**config.mk**
```make
export PLATFORM = sky130hd
export DESIGN_NAME = tl_inflight_tracker
export DESIGN_NICKNAME = d
export VERILOG_FILES = /design/src/rtl/tl_inflight_tracker.sv
export SDC_FILE = /design/constraint.sdc
export NUM_CORES = 1
export LEC_CHECK = 0
export CORE_ASPECT_RATIO = 0.6
export CORE_MARGIN = 2
export CORE_UTILIZATION = 45
export DETAILED_ROUTE_END_ITERATION = 12
export GPL_ROUTABILITY_DRIVEN = 1
export SKIP_LAST_GASP = 1
export SYNTH_ARGS = -nofsm -noshare
export SYNTH_HDL_FRONTEND = slang
export SYNTH_SLANG_ARGS = --single-unit
```
**constraint.sdc**
```tcl
create_clock -name clock -period 10.9 [get_ports clock]
set_clock_uncertainty 0.05 [all_clocks]
set_input_delay 2.18 -clock clock [delete_from_list [all_inputs] [get_ports clock]]
set_output_delay 2.18 -clock clock [all_outputs]
set_load 0.005 [all_outputs]
```
**src/rtl/tl_inflight_tracker.sv**
```systemverilog
// Per-source TileLink A/D in-flight tracker with sticky first-error capture and a no-progress watchdog.
// Latency: count, watchdog and error outputs are registered and update the cycle after the causing fire.
// Backpressure: observe-only; it never drives a_ready/d_ready and reacts to fired beats only.
module tl_inflight_tracker #(
    parameter int SOURCE_BITS     = 4,
    parameter int SIZE_BITS       = 3,
    parameter int BEAT_BYTES_LOG2 = 3,
    parameter int TIMEOUT_CYCLES  = 1024
) (
    input  logic                   clock,
    input  logic                   reset,
    input  logic                   a_valid,
    input  logic                   a_ready,
    input  logic [2:0]             a_opcode,
    input  logic [SOURCE_BITS-1:0] a_source,
    input  logic [SIZE_BITS-1:0]   a_size,
    input  logic                   d_valid,
    input  logic                   d_ready,
    input  logic [2:0]             d_opcode,
    input  logic [SOURCE_BITS-1:0] d_source,
    input  logic [SIZE_BITS-1:0]   d_size,
    input  logic                   err_clear,
    output logic [SOURCE_BITS:0]   inflight_count,
    output logic                   err_valid,
    output logic [2:0]             err_code,
    output logic [SOURCE_BITS-1:0] err_source
);
    localparam int N       = 2 ** SOURCE_BITS;
    localparam int MAX_LOG = 2 ** SIZE_BITS - 1 - BEAT_BYTES_LOG2;
    localparam int CW      = (MAX_LOG > 0) ? MAX_LOG : 1;
    localparam int WW      = $clog2(TIMEOUT_CYCLES + 1);
    localparam logic [WW-1:0] WD_MAX = WW'(TIMEOUT_CYCLES);
    localparam logic [WW-1:0] WD_PRE = WW'(TIMEOUT_CYCLES - 1);

    function automatic logic [CW-1:0] last_beat(input logic [SIZE_BITS-1:0] size, input logic has_data);
        int beats_m1;
        beats_m1 = 0;
        if (has_data && int'(size) > BEAT_BYTES_LOG2)
            beats_m1 = (1 << (int'(size) - BEAT_BYTES_LOG2)) - 1;
        return beats_m1[CW-1:0];
    endfunction

    logic                   a_fire, d_fire;
    logic [CW-1:0]          a_cnt, d_cnt;
    logic                   a_first, a_last, d_first, d_last;
    logic                   a_op_bad, a_alloc, d_free;
    logic [1:0]             a_exp_op;
    logic [N-1:0]           ent_vld, ent_vld_nxt;
    logic [SIZE_BITS-1:0]   ent_size [N];
    logic [1:0]             ent_op   [N];
    logic [SOURCE_BITS:0]   count_nxt;
    logic [WW-1:0]          wd_cnt;
    logic                   wd_hit;
    logic                   e_dup, e_noreq, e_op, e_size;
    logic [2:0]             new_code;
    logic [SOURCE_BITS-1:0] new_src;

    assign a_fire   = a_valid & a_ready;
    assign d_fire   = d_valid & d_ready;
    assign a_first  = (a_cnt == '0);
    assign d_first  = (d_cnt == '0);
    assign a_last   = (a_cnt == last_beat(a_size, a_opcode <= 3'd3));
    assign d_last   = (d_cnt == last_beat(d_size, d_opcode == 3'd1));
    assign a_op_bad = (a_opcode >= 3'd6);
    assign a_alloc  = a_fire & a_first & ~a_op_bad;
    assign d_free   = d_fire & d_last;

    always_comb begin
        a_exp_op = 2'd1;
        if (a_opcode <= 3'd1)
            a_exp_op = 2'd0;
        else if (a_opcode == 3'd5)
            a_exp_op = 2'd2;
    end

    // Free before allocate so a same-cycle last D beat and new A request on one source keeps it valid.
    always_comb begin
        ent_vld_nxt = ent_vld;
        if (d_free)
            ent_vld_nxt[d_source] = 1'b0;
        if (a_alloc)
            ent_vld_nxt[a_source] = 1'b1;
        count_nxt = '0;
        for (int i = 0; i < N; i++)
            count_nxt = count_nxt + {{SOURCE_BITS{1'b0}}, ent_vld_nxt[i]};
    end

    assign e_dup   = a_alloc & ent_vld[a_source] & ~(d_free & (d_source == a_source));
    assign e_noreq = d_fire & d_first & ~ent_vld[d_source];
    assign e_op    = d_fire & d_first & ent_vld[d_source] & (d_opcode != {1'b0, ent_op[d_source]});
    assign e_size  = d_fire & d_first & ent_vld[d_source] & (d_size != ent_size[d_source]);
    assign wd_hit  = ~d_fire & (inflight_count != '0) & (wd_cnt == WD_PRE);

    // Later assignments override earlier ones, so the lowest code present wins.
    always_comb begin
        new_code = 3'd0;
        new_src  = '0;
        if (wd_hit) begin
            new_code = 3'd6;
            new_src  = '0;
        end
        if (a_fire & a_first & a_op_bad) begin
            new_code = 3'd5;
            new_src  = a_source;
        end
        if (e_size) begin
            new_code = 3'd4;
            new_src  = d_source;
        end
        if (e_op) begin
            new_code = 3'd3;
            new_src  = d_source;
        end
        if (e_noreq) begin
            new_code = 3'd2;
            new_src  = d_source;
        end
        if (e_dup) begin
            new_code = 3'd1;
            new_src  = a_source;
        end
    end

    always_ff @(posedge clock or posedge reset) begin
        if (reset) begin
            a_cnt          <= '0;
            d_cnt          <= '0;
            ent_vld        <= '0;
            for (int i = 0; i < N; i++) begin
                ent_size[i] <= '0;
                ent_op[i]   <= '0;
            end
            inflight_count <= '0;
            wd_cnt         <= '0;
            err_valid      <= 1'b0;
            err_code       <= 3'd0;
            err_source     <= '0;
        end else begin
            if (a_fire)
                a_cnt <= a_last ? '0 : a_cnt + 1'b1;
            if (d_fire)
                d_cnt <= d_last ? '0 : d_cnt + 1'b1;
            ent_vld <= ent_vld_nxt;
            if (a_alloc) begin
                ent_size[a_source] <= a_size;
                ent_op[a_source]   <= a_exp_op;
            end
            inflight_count <= count_nxt;
            if (d_fire || inflight_count == '0)
                wd_cnt <= '0;
            else if (wd_cnt != WD_MAX)
                wd_cnt <= wd_cnt + 1'b1;
            if (err_clear) begin
                err_valid  <= 1'b0;
                err_code   <= 3'd0;
                err_source <= '0;
            end else if (!err_valid && new_code != 3'd0) begin
                err_valid  <= 1'b1;
                err_code   <= new_code;
                err_source <= new_src;
            end
        end
    end
endmodule
```
== After elaboration in Yosys (flattened, before gate mapping) ==
Cells that the tools add are included.

* Shift operators: 2
* Magnitude comparators: 12
* Equal/unequal tests: 9
* Reduce and logical (&&, ||, !) cells: 15
* Bitwise gates (word level): 25
* Multiplexer cells: 47
* Add/subtract/negate cells: 22

{| class="wikitable"
|+ Operators by type and width
! operator !! count
|-
| left shift 1 x 32 -> 4 bit, first input constant || 2
|-
| adder 5 x 1 -> 5 bit || 11
|-
| bitwise mux 48 bit || 1
|-
| 2-to-1 mux 4 bit || 11
|-
| 2-to-1 mux 3 bit || 11
|-
| bitwise mux 32 bit || 1
|-
| 2-to-1 mux 16 bit || 2
|-
| 2-to-1 mux 11 bit || 2
|-
| bitwise AND 1 bit || 16
|-
| bitwise AND 16 bit || 1
|-
| NOT 16 bit || 1
|-
| bitwise OR 16 bit || 1
|-
| binary-select mux 3 bit (select 4 bit) || 1
|-
| demux 3 bit (select 4 bit) || 1
|-
| equality test 4 bit || 3
|-
| adder 11 x 1 -> 11 bit, second input constant || 1
|-
| equality test 11 x 10 -> 1 bit, second input constant || 1
|-
| != test 11 bit, second input constant || 1
|-
| >= comparator 5 bit, second input constant || 2
|-
| less-than comparator 4 x 5 -> 1 bit, second input constant || 2
|-
| 2-to-1 mux 2 bit || 5
|-
| NOT 4 -> 5 bit || 2
|-
| adder 4 x 1 -> 4 bit, second input constant || 2
|-
| binary-select mux 1 bit (select 4 bit) || 2
|-
| 29 further kinds || 49
|}

* Register bits after elaboration: 128
* Word-level logic and storage cells: 172
* Bits of input ports: 27
* Output and inout port bits: 13

== Logic depth before layout (Yosys ltp) ==
* Depth after elaboration: 24
* Depth in mapped cells: 23
* Mapped depth without buffers: 23

== Worst setup path after synthesis ==
OpenSTA, ideal clock, no wires.

* Path type: input to register
* From: input d_size[0]
* To: register inflight_count[4]
* Setup time: 0.119 ns
* Stages: 20
* Slack: 3.118 ns
* Data arrival time: 7.613 ns
* Data required time: 10.731 ns
* Path through: ha_1 -> ha_1 -> or4_1 -> ha_1 -> xnor2_1 -> or3_1 -> o31a_1 -> or4_1 -> o21ai_0 -> nand2b_1 -> fa_1 -> inv_1 -> fa_1 -> fa_1 -> inv_1 -> fa_1 -> ha_1 -> fa_1 -> a21oi_1 -> nor2b_1

* Word-level cells in the longest chain between the ends: 24

{| class="wikitable"
|+ RTL lines
! element !! line !! RTL
|-
| start: declaration || 21 || <nowiki>input logic [SIZE_BITS-1:0] d_size,</nowiki>
|-
| subtractor 3 x 2 -> 4 bit || 39 || <nowiki>beats_m1 = (1 << (int'(size) - BEAT_BYTES_LOG2)) - 1;</nowiki>
|-
| left shift 1 x 32 -> 4 bit || 39 ||
|-
| subtractor 4 x 2 -> 4 bit || 39 ||
|-
| 2-to-1 mux 4 bit (*) || 38 || <nowiki>if (has_data && int'(size) > BEAT_BYTES_LOG2)</nowiki>
|-
| equality test 4 bit (*) || 63 || <nowiki>assign d_last = (d_cnt == last_beat(d_size, d_opcode == 3'd1));</nowiki>
|-
| bitwise AND 1 bit (*) || 66 || <nowiki>assign d_free = d_fire & d_last;</nowiki>
|-
| 2-to-1 mux 16 bit (*) || 79 || <nowiki>if (d_free)</nowiki>
|-
| bitwise OR 16 bit (no source line) || -- ||
|-
| 2-to-1 mux 16 bit (*) || 81 || <nowiki>if (a_alloc)</nowiki>
|-
| via ent_vld_nxt[1] || 48 || <nowiki>logic [N-1:0] ent_vld, ent_vld_nxt;</nowiki>
|-
| adder 1 x 1 -> 2 bit (*) || 85 || <nowiki>count_nxt = count_nxt + {{SOURCE_BITS{1'b0}}, ent_vld_nxt[i]};</nowiki>
|-
| adder 2 x 1 -> 3 bit (*) || 85 ||
|-
| adder 3 x 1 -> 4 bit (*) || 85 ||
|-
| adder 4 x 1 -> 5 bit (*) || 85 ||
|-
| adder 5 x 1 -> 5 bit (*) (11 in series) || 85 ||
|-
| via count_nxt[4] || 51 || <nowiki>logic [SOURCE_BITS:0] count_nxt;</nowiki>
|-
| end signal: assignment || 148 || <nowiki>inflight_count <= count_nxt;</nowiki>
|-
| end: declaration || 23 || <nowiki>output logic [SOURCE_BITS:0] inflight_count,</nowiki>
|}

Mark *: on every way through the listed nets, which the timed path passes. The rest lies on a longest branch.
A chain may end at the register's enable or synchronous reset.

== Final worst setup path ==
* From: input d_size[0]
* To: register inflight_count[4]

{| class="wikitable"
|+ RTL lines
! element !! line
|-
| subtractor 3 x 2 -> 4 bit || 39
|-
| left shift 1 x 32 -> 4 bit || 39
|-
| subtractor 4 x 2 -> 4 bit || 39
|-
| 2-to-1 mux 4 bit (*) || 38
|-
| equality test 4 bit (*) || 63
|-
| bitwise AND 1 bit (*) || 66
|-
| 2-to-1 mux 16 bit (*) || 79
|-
| bitwise OR 16 bit (no source line) || --
|-
| 2-to-1 mux 16 bit (*) || 81
|-
| via ent_vld_nxt[7] || 48
|-
| adder 5 x 1 -> 5 bit (*) (9 in series) || 85
|-
| via count_nxt[4] || 51
|}

Marked as above.

==> metrics.md <==
| Metric | Value |
|---|---|
| Outcome | finished, final reports clean |
| Antenna cell count | 0 |
| Fmax achieved | 119.0 MHz |
| Antenna Nets Post-Route | 0 |
| Pins Over Slew Limit | 0 |
| Share of synthesized registers carrying an async set or reset | 100.0% |
| Crit path capture type | register |
| Area Overhead vs Synth | 16.56% |
| Post-route cell area | 8342 sq um |
| Initial Utilization | 46.30% |
| DRC | 0 |
| CTS Hold Buffers Added | 0 |
| Clock buffer depth | 2 |
| Crit-path slowest cell | fa_1 |
| Post-synth net total | 712 |
| Total gr overflow | 0 |
| Sequential-to-total area share from yosys stat | 44.76% |
| Via Count | 5,427 |
| Cell area after synthesis | 7157 sq um |
| Primary FF master, synth | dfrtp_1 |
| Row count | 35 |
| WL final | 18,770 um |
| GP Congestion | 0.8535 |
| Fill cells | 1,335 |
| Crit share post-route | 77.07% |
| Post-CTS setup buffer count | 0 |
| #FFs+latches synth | 128 |
| DRT iter0 DRCs | 422 |
| Worst EP arrival | 8.66 ns |
| Nets | 750 |
| Total global-route track usage | 23.66% |
| Vias/cell | 5.951 |
| Critical Path Most Common Cell | fa_1 |
| VDD IR max | 0.1917 mV |
| R2r worst-path depth | 19 |
| First-pass DRT Iterations | 6 |
| FF-to-FF Start | a_cnt[0]$_DFFE_PP0P_ |
| Syn Inst Count | 658 |
| Setup WS pre-CTS | 2.147 ns |
| Warnings, synthesis | 0 |
| Vias in the first global route | 5,375 |
| Power Density | 252.0 nW/um^2 |
| Final design utilization | 53.96% |
| Final TNS setup | 0 ns |
| Global-route wire length before repair | 30,370 um |
| CTS tree | done |
| Cts bufs inserted | 17 |
| Number of enable flip-flop cells after synthesis | 0 |
| Worst hold stages | 2 |
| H-Tree Depth | 4 |
| Post-synth cell types | 54 |
| Chip width | 166.8 um |
| Clk slew on worst S/H paths | 0.06 ns |
| Core ar. | 15,460 sq um |
| Slowest stage delay, CP | 0.59 ns |
| Startpoint Class | primary input |
| CP cell instances | clkdlybuf4s50_1, ha_1, ha_1, or4_1, ha_1, xnor2_1, or3_1, o31a_1, nor2_1, nand3b_1, o21ai_0, o21ai_0, fa_1, inv_1, fa_1, fa_1, inv_1, fa_1, ha_1, fa_1, a21oi_1, nor2b_1 |
| Layout cell share with drive strength beyond 1 | 18.19% |
| Leakage | 3.789 nW |
| CP required | 11.16 ns |
| Hold path start | ent_op[26]$_DFFE_PP0P_ |
| R2r setup slk | 5.07 ns |
| HPWL after DPL | 13,770 um |
| Top Ports | 40 |
| Max-cap viol count | 0 |
| Clock root buffer | clkbuf_16 |
| Most frequent cells in the layout | dfrtp_1, mux2_2, o21ai_0 |
| Minimum clock period | 8.401 ns |
| Hold EP | ent_op[26]$_DFFE_PP0P_ |
| Placed Area | 7721 sq um |
| Max_slew headroom | 18.07% |
| PnR worst setup slack | 2.499 ns |
| IO Port Bufs | 39 |
| Drt wl/cell | 20.58 um |
| Crit-path max FO | 9 |
| HP Class | reg -> reg |
| Latest clock arrival within the worst-skew pair | 0.42 ns |
| Die area | 16,960 sq um |
| CTS resizes | 0 |
| Critical R2R Capture | inflight_count[4]$_DFF_PP0_ |
| # clock sinks | 128 |
| Hold WS | 0.4318 ns |
| Largest net degree at the start of global routing | 91 |
| Crit Path Class | in -> reg |
| Most common cell after layout, fill and taps aside | dfrtp_1 |
| Worst-margin pin slew | 1.212 ns |
| Die Ht | 101.7 um |
| Final hold violations | 0 |
| RSZ-0062 raised after global routing | false |
| Final setup vio count | 0 |
| Initial antenna violation count | 0 |
| Syn Area/Cell | 10.88 sq um |
-- registers in the layout, indices dropped and copies added, names as in the netlist --
register,cells
d_cnt,4
err_code,3
err_source,4
a_cnt,4
ent_vld,16
ent_op,32
ent_size,48
err_valid,1
inflight_count,5
wd_cnt,11
-- power by group --
| group | switching [mW] | leakage (nW) | internal [mW] | total (mW) |
|---|---|---|---|---|
| registers | 0.0937 | 1.71 | 0.617 | 0.711 |
| logic | 0.417 | 1.78 | 0.368 | 0.785 |
| clock network | 0.239 | 0.298 | 0.367 | 0.606 |
-- worst max path at each step --
| stage | slack [ns] | to | cells past startpoint | start |
|---|---|---|---|---|
| floorplan | 3.12 | inflight_count[4]$_DFF_PP0_ | 20 | d_size[0] |
| global placement | 2.36 | inflight_count[4]$_DFF_PP0_ | 21 | d_size[0] |
| detailed placement | 2.15 | inflight_count[4]$_DFF_PP0_ | 22 | d_size[0] |
| CTS | 2.55 | inflight_count[4]$_DFF_PP0_ | 22 | d_size[0] |
| global route | 2.19 | inflight_count[4]$_DFF_PP0_ | 22 | d_size[0] |
| finish | 2.50 | inflight_count[4]$_DFF_PP0_ | 22 | d_size[0] |
-- layout make-up --
class,instances,area [sq um],share of cell area [%]
Clock buffer,17,425.4,5.100
Timing Repair Buffer,47,445.4,5.340
Inverter,32,122.6,1.470
Tap cell,203,254.0,3.045
Sequential cell,128,3203,38.40
Clock inverter,15,195.2,2.340
Multi-Input combinational cell,470,3696,44.31
-- per-layer routing --
metal  routed length, um  GRT usage (%)  share of wire, %
met2                7784          33.60                41
met3                1657          8.675               8.8
met5                   0              0                 0
met4                 236          5.968               1.3
met1                9087          34.36                48
-- synth_stat cells, types with 2 or more instances --
library cell,count,area share [%]
a211oi_1,2,0.21
or4_1,6,0.63
and2_1,3,0.26
a22oi_1,19,2.0
a22oi_2,2,0.35
o21ai_0,47,3.3
nand4_1,6,0.52
nor4_1,4,0.35
inv_1,32,1.7
nor3_1,12,0.84
xnor2_1,14,1.7
a221oi_1,4,0.49
and3_1,4,0.35
a21oi_1,27,1.9
buf_1,2,0.10
nand3b_1,8,0.84
buf_2,2,0.14
a21bo_2,2,0.28
fa_1,10,2.8
nor4b_1,2,0.24
buf_6,2,0.31
nand2b_1,10,0.87
nor3b_1,2,0.21
or2_2,3,0.26
mux2_2,62,9.8
nand2_1,37,1.9
buf_4,4,0.42
a21o_1,8,0.84
dfrtp_1,128,45
xor2_1,5,0.61
nor2_1,43,2.3
o31ai_1,4,0.42
mux4_2,13,4.1
clkbuf_1,18,0.94
nor2b_1,16,1.4
nand3_1,20,1.4
o31a_1,3,0.37
or3_1,8,0.70
mux2i_1,32,4.5
ha_1,17,3.0
a41oi_1,2,0.24
-- critical path: cells and delay by family --
kind            cells  cell delay (ns)
fa+ha+maj           9             3.48
xor+xnor            1             0.12
compound gates      4             0.86
buf+inv             3             0.66
simple gates        5             1.35
-- cell families after synthesis --
| logic type | after synthesis | synth area share (%) |
|---|---|---|
| mux | 107 | 18.32 |
| simple gates | 189 | 13.76 |
| flops | 128 | 44.76 |
| buf+inv | 60 | 3.601 |
| compound gates | 128 | 11.47 |
| xor+xnor | 19 | 2.325 |
| fa+ha+maj | 27 | 5.769 |
-- stage by stage --
step / instances / power [mW]
2_1_floorplan: 658 / 1.277
3_3_place_gp: 880 / 1.453
3_5_place_dp: 880 / 1.506
4_1_cts: 912 / 2.110
5_1_grt: 912 / 2.285
6_report: 912 / 2.102
Power figures use the tool's default switching activity.
